===== src/rtl/multi_stage_controller_if.sv =====
// Stage controller bus: enemy/player status in, stage state and spawn pulses out.
// master drives the game inputs, slave is the controller.
interface multi_stage_controller_if #(
  parameter int FLY_COUNT      = 4,
  parameter int MOSQUITO_COUNT = 12
);
  logic                      start;
  logic                      player_alive;
  logic [FLY_COUNT-1:0]      fly_alive;
  logic [MOSQUITO_COUNT-1:0] mosquito_alive;
  logic                      spider_alive;
  logic [2:0]                stage_state;
  logic [3:0]                level;
  logic                      wave_spawn;
  logic                      boss_spawn;

  modport master (
    output start,
    output player_alive,
    output fly_alive,
    output mosquito_alive,
    output spider_alive,
    input  stage_state,
    input  level,
    input  wave_spawn,
    input  boss_spawn
  );

  modport slave (
    input  start,
    input  player_alive,
    input  fly_alive,
    input  mosquito_alive,
    input  spider_alive,
    output stage_state,
    output level,
    output wave_spawn,
    output boss_spawn
  );
endinterface


===== src/rtl/multi_stage_controller.sv =====
// Game stage sequencer: normal waves, spider boss, timed clear, game over.
// Every output is a register; spawn pulses last exactly one cycle.
module multi_stage_controller #(
  parameter int FLY_COUNT      = 4,
  parameter int MOSQUITO_COUNT = 12,
  parameter int NUM_LEVELS     = 3,
  parameter int SPAWN_GUARD    = 1,
  parameter int CLEAR_TICKS    = 50_000_000
) (
  input logic                     clk25,
  input logic                     reset,
  multi_stage_controller_if.slave bus
);

  localparam int CW = $clog2(CLEAR_TICKS);
  localparam int GW = $clog2(SPAWN_GUARD + 1);

  localparam logic [2:0] ST_INIT     = 3'd0;
  localparam logic [2:0] ST_NORMAL   = 3'd1;
  localparam logic [2:0] ST_BOSS     = 3'd2;
  localparam logic [2:0] ST_CLEAR    = 3'd3;
  localparam logic [2:0] ST_GAMEOVER = 3'd4;

  localparam logic [CW-1:0] CLR_LAST   = CW'(CLEAR_TICKS - 1);
  localparam logic [GW-1:0] GUARD_MAX  = GW'(SPAWN_GUARD);
  localparam logic [3:0]    LAST_LEVEL = 4'(NUM_LEVELS - 1);

  logic [2:0]    r_state      = ST_INIT;
  logic [3:0]    r_level      = 4'd0;
  logic          r_wave_spawn = 1'b0;
  logic          r_boss_spawn = 1'b0;
  logic [GW-1:0] r_guard      = '0;
  logic [CW-1:0] r_clr_cnt    = '0;

  logic w_cleared;
  logic w_guard_done;
  logic w_clr_done;
  logic w_last_level;

  assign w_cleared    = ~|bus.fly_alive
                      & ~|bus.mosquito_alive;
  assign w_guard_done = (r_guard == GUARD_MAX);
  assign w_clr_done   = (r_clr_cnt == CLR_LAST);
  assign w_last_level = (r_level >= LAST_LEVEL);

  always_ff @(posedge clk25) begin
    if (reset) begin
      r_state      <= ST_INIT;
      r_level      <= 4'd0;
      r_wave_spawn <= 1'b0;
      r_boss_spawn <= 1'b0;
      r_guard      <= '0;
      r_clr_cnt    <= '0;
    end else begin
      r_wave_spawn <= 1'b0;
      r_boss_spawn <= 1'b0;
      case (r_state)
        ST_INIT: begin
          if (bus.start) begin
            r_state      <= ST_NORMAL;
            r_level      <= 4'd0;
            r_wave_spawn <= 1'b1;
            r_guard      <= '0;
          end
        end
        ST_NORMAL: begin
          if (!bus.player_alive) begin
            r_state <= ST_GAMEOVER;
          end else if (!w_guard_done) begin
            r_guard <= r_guard + GW'(1);
          end else if (w_cleared) begin
            r_guard <= '0;
            if (!w_last_level) begin
              r_level      <= r_level + 4'd1;
              r_wave_spawn <= 1'b1;
            end else begin
              r_state      <= ST_BOSS;
              r_boss_spawn <= 1'b1;
            end
          end
        end
        ST_BOSS: begin
          if (!bus.player_alive) begin
            r_state <= ST_GAMEOVER;
          end else if (!w_guard_done) begin
            r_guard <= r_guard + GW'(1);
          end else if (!bus.spider_alive) begin
            r_state   <= ST_CLEAR;
            r_clr_cnt <= '0;
          end
        end
        // dwell is CLEAR_TICKS cycles counting the entry cycle
        ST_CLEAR: begin
          if (w_clr_done) begin
            r_state   <= ST_INIT;
            r_level   <= 4'd0;
            r_clr_cnt <= '0;
          end else begin
            r_clr_cnt <= r_clr_cnt + CW'(1);
          end
        end
        // level stays visible as the final score until start
        ST_GAMEOVER: begin
          if (bus.start) begin
            r_state <= ST_INIT;
            r_level <= 4'd0;
          end
        end
        default: begin
          r_state   <= ST_INIT;
          r_level   <= 4'd0;
          r_guard   <= '0;
          r_clr_cnt <= '0;
        end
      endcase
    end
  end

  assign bus.stage_state = r_state;
  assign bus.level       = r_level;
  assign bus.wave_spawn  = r_wave_spawn;
  assign bus.boss_spawn  = r_boss_spawn;

  a_spawn_excl: assert property (
    @(posedge clk25) !(r_wave_spawn && r_boss_spawn));

  a_guard_sat: assert property (
    @(posedge clk25) r_guard <= GUARD_MAX);

  a_clr_range: assert property (
    @(posedge clk25) r_clr_cnt <= CLR_LAST);

endmodule

===== src/flat_wrapper.sv =====
// flat-port wrapper written by rule: the top's interface ports become plain ports
module multi_stage_controller_flat 
#(
  parameter int FLY_COUNT      = 4,
  parameter int MOSQUITO_COUNT = 12,
  parameter int NUM_LEVELS     = 3,
  parameter int SPAWN_GUARD    = 1,
  parameter int CLEAR_TICKS    = 50_000_000
)
  (clk25, reset, bus_start, bus_player_alive, bus_fly_alive, bus_mosquito_alive, bus_spider_alive, bus_stage_state, bus_level, bus_wave_spawn, bus_boss_spawn);
  multi_stage_controller_if #(.FLY_COUNT(FLY_COUNT), .MOSQUITO_COUNT(MOSQUITO_COUNT)) bus_i ();
  input logic clk25;
  input logic reset;
  input wire logic [$bits(bus_i.start)-1:0] bus_start;
  input wire logic [$bits(bus_i.player_alive)-1:0] bus_player_alive;
  input wire logic [$bits(bus_i.fly_alive)-1:0] bus_fly_alive;
  input wire logic [$bits(bus_i.mosquito_alive)-1:0] bus_mosquito_alive;
  input wire logic [$bits(bus_i.spider_alive)-1:0] bus_spider_alive;
  output wire logic [$bits(bus_i.stage_state)-1:0] bus_stage_state;
  output wire logic [$bits(bus_i.level)-1:0] bus_level;
  output wire logic [$bits(bus_i.wave_spawn)-1:0] bus_wave_spawn;
  output wire logic [$bits(bus_i.boss_spawn)-1:0] bus_boss_spawn;
  assign bus_i.start = bus_start;
  assign bus_i.player_alive = bus_player_alive;
  assign bus_i.fly_alive = bus_fly_alive;
  assign bus_i.mosquito_alive = bus_mosquito_alive;
  assign bus_i.spider_alive = bus_spider_alive;
  assign bus_stage_state = bus_i.stage_state;
  assign bus_level = bus_i.level;
  assign bus_wave_spawn = bus_i.wave_spawn;
  assign bus_boss_spawn = bus_i.boss_spawn;
  multi_stage_controller #(.FLY_COUNT(FLY_COUNT), .MOSQUITO_COUNT(MOSQUITO_COUNT), .NUM_LEVELS(NUM_LEVELS), .SPAWN_GUARD(SPAWN_GUARD), .CLEAR_TICKS(CLEAR_TICKS)) u_core (.clk25(clk25), .reset(reset), .bus(bus_i));
endmodule

===== config.mk =====
export PLATFORM = sky130hd
export DESIGN_NAME = multi_stage_controller_flat
export DESIGN_NICKNAME = d
export VERILOG_FILES = /design/src/rtl/multi_stage_controller_if.sv /design/src/rtl/multi_stage_controller.sv /design/src/flat_wrapper.sv
export SDC_FILE = /design/constraint.sdc
export NUM_CORES = 1
export LEC_CHECK = 0
export CAP_MARGIN = 20
export CORE_MARGIN = 10
export CORE_UTILIZATION = 53
export CTS_CLUSTER_DIAMETER = 60
export DETAILED_ROUTE_END_ITERATION = 12
export PLACE_DENSITY = 0.83
export SLEW_MARGIN = 20
export SYNTH_ARGS = -nofsm -noshare
export SYNTH_HDL_FRONTEND = slang
export SYNTH_SLANG_ARGS = --single-unit
export TNS_END_PERCENT = 100

===== constraint.sdc =====
create_clock -name clk25 -period 2.15 [get_ports clk25]
set_input_delay 0.215 -clock clk25 [delete_from_list [all_inputs] [get_ports clk25]]
set_output_delay 0.215 -clock clk25 [all_outputs]
set_load 0.005 [all_outputs]

==> metrics.yaml <==
hold_path:
  hold_path_class: "reg -> reg"
  whs_path_depth: 2
  hold_end: "u_core.bus.level[3]"
  min_from: "u_core.bus.level[3]"
detailed_routing:
  routedWlPerCell_um: 14.66
  wirelength_um: 4675
  drt-initial-drc-count: 164
  postRouteAntennaNets: 0
  vias_per_cell: 5.683
  first_pass_iters: 4
  drc: 0
  num_vias: 1813
global_route:
  grt.total_usage_pct: 14.74
  grt_max_degree: 27
  grt_overflow: 0
  grt_pass1_wl_um: 7817
  antenna_found_initial: 0
  grt_pass1_vias: 1689
clock_tree:
  postCtsSetupRepairBufs: 0
  ctsResizeCount: 0
  cts_tree: "built"
  cts_max_level: 2
  ctsHoldBuffers: 0
  cts_buffer_depth: 2
  clkTransAtPathRegs_ns: 0.07
  cts_buffers: 5
  cts.sinks: 36
  clkLatencyLatePin_ns: 0.28
  cts-root-buf: "clkbuf_8"
critical_path:
  crit_chain: "inv_1, ha_1, or4_1, o211ai_1, a21oi_1, a32oi_1, o21ai_0"
  crit_path_max_fanout: 5
  r2r-start: "u_core.bus.level[0]"
  r2r_cells: 7
  crit_path_end_kind: "flip-flop"
  r2r_slack_ns: 0.20
  critical_path_class: "reg -> reg"
  cp.required_ns: 2.32
  cp-start-kind: "flip-flop"
  rr_endpoint: "u_core.bus.level[1]"
  cp_data_arrival_time_ns: 2.12
  crit_path_top_delay_cell: "or4_1"
  max_stage_delay_ns: 0.45
placed_design:
  io_buffers: 29
  dpl.cell_count: 311
  dp_hpwl_um: 3433
  place_congestion: 0.8083
sta:
  finalHoldViolations: 0
  fin_crit_sh_pct: 90.81
  rsz0062_at_grt: "false"
  maxSlewViolCount: 0
  setup_violations: 0
  worst_slew_pin_slew_ns: 0.4635
  period_minus_slack_ns: 1.952
  relSlewSlack_pct: 69.00
  worst_clock_skew_ns: 0.002527
  tns_ns: 0
  clock.fmax_mhz: 512.2
layout:
  layout.cells.non_filler: 319
  drive_gt1_share_pct: 11.44
  area_growth_pct: 22.61
  fin_nets: 294
  antenna_cells: 0
power_and_ir_drop:
  ir_drop_mv: 0.4156
  leakagePower_uw: 0.0008570
  p_per_area_nw_per_um2: 551.5
floorplanning:
  dieArea_sq_um: 6529
  start_util_pct: 54.34
  coreArea_sq_um: 3606
  dieWidth_um: 80.80
  placementRows: 22
  boundaryPins: 30
  fp.dieH_um: 80.80
yosys:
  ys_ff_latch: 36
  synthDistinctLibCells: 44
  yosysTopAreaCellShare_pct: 36.78
  syn_inst: 233
  yosys_warnings: 0
  synth.avg_cell_area_sq_um: 8.409
  post-synth-top-area-cell: "dfxtp_1"
  yosysSeqAreaShare_pct: 36.78
  synth_area_sq_um: 1959
  synth_area_leaders: "dfxtp_1, xor2_1, nor2_1"
  syn_nets: 257
status:
  outcome: "finished, final reports clean"
flow_run:
  cap_violations: 0
## area by class of cell
| class | count | area (sq um) |
|---|---|---|
| Clock inverter | 1 | 7.507 |
| Inverter | 4 | 15.01 |
| Clock buffer | 7 | 86.33 |
| Fill cell | 292 | 1204 |
| Tap cell | 48 | 60.06 |
| Timing Repair Buffer | 40 | 385.4 |
| Sequential cell | 36 | 720.7 |
| Multi-Input combinational cell | 183 | 1127 |
## cells in the final DEF (no fill, tap or decap), types with 6 or more instances in the layout
| cell | instances |
|---|---|
| a21oi_1 | 8 |
| buf_4 | 10 |
| clkbuf_8 | 6 |
| clkdlybuf4s50_1 | 29 |
| dfxtp_1 | 36 |
| nand2_1 | 18 |
| nand3_1 | 13 |
| nand4_1 | 15 |
| nor2_1 | 40 |
| xor2_1 | 23 |
## Yosys cell counts, drive strengths merged
cell type,n
or4,2
nand2b,5
buf,5
inv,4
mux2i,1
a31o,1
o21ai,5
nor2b,2
o21a,1
or3b,2
nand4,15
ha,3
nand4bb,2
nor4,7
and4,2
a221oi,1
nand2,18
and3,5
a211oi,4
xor2,23
or2b,1
nand3,13
or2,1
and4bb,1
nor2,40
nand3b,1
nor4b,1
a31oi,5
a32oi,1
a21o,1
o211ai,1
xnor2,2
clkbuf,5
a211o,2
dfxtp,36
a21oi,8
nor3,5
o21ba,1
## through the flow
step	utilization, %	setup WS (ns)	instance area [sq um]	power, uW	hold WS, ns
after floorplan	-	0.3378	1959	782.1	0.3755
final	66.62	0.1977	2402	1325	0.4765
after global routing	66.62	0.08310	2402	1388	0.5089
after detailed placement	64.02	0.2117	2308	844.4	0.4620
after global placement	64.02	0.1833	2308	841.7	0.4642
after CTS	66.62	0.1996	2402	1336	0.4747
## routing by layer
layer  vias up  track usage, %  routed length (um)
met5         -               0                   0
met4         0           2.076                  18
met3         3           5.077                 242
met2        45           24.20                2295
met1       858           18.70                2118
li1        907               -                   -
## worst max-delay path by stage
stage / start / to / slack [ns] / cells past startpoint
finish: u_core.bus.level[0] / u_core.bus.level[1] / 0.20 / 7
global route: u_core.bus.level[0] / u_core.bus.level[1] / 0.08 / 7
CTS: u_core.bus.level[0] / u_core.bus.level[1] / 0.20 / 7
detailed placement: u_core.bus.level[0] / u_core.bus.level[1] / 0.21 / 7
global placement: u_core.bus.level[0] / u_core.bus.level[1] / 0.18 / 7
floorplan: u_core.r_clr_cnt[7] / u_core.r_clr_cnt[0] / 0.34 / 7
## critical path: cells and delay by family, from the launching register on
kind | cells | cell delay [ns]
AND/OR/NAND/NOR | 1 | 0.45
adder cells (fa/ha/maj) | 1 | 0.19
flip-flops | 1 | 0.39
AO/OA/AOI/OAI | 4 | 0.72
buffers and inverters | 1 | 0.08
## kinds of logic after synthesis
group	Yosys count	share of synthesized area (%)
xor+xnor	25	11.17
compound gates	31	10.47
flops	36	36.78
fa+ha+maj	3	1.916
simple gates	123	33.46
buf+inv	14	5.682
mux	1	0.5109
## flip-flops by register name, summed over array words and instances (netlist names)
register	count
u_core.r_clr_cnt	26
u_core.bus.level	4
u_core.bus.stage_state	3
u_core.bus.boss_spawn	1
u_core.bus.wave_spawn	1
u_core.r_guard	1
## where the power goes
part           internal, uW  switching [uW]  leakage (uW)
Combinational          78.9            69.1      0.000522
Sequential              674            8.53      0.000291
Clock                   260             234     0.0000445
(Power assumes the default switching activity.)
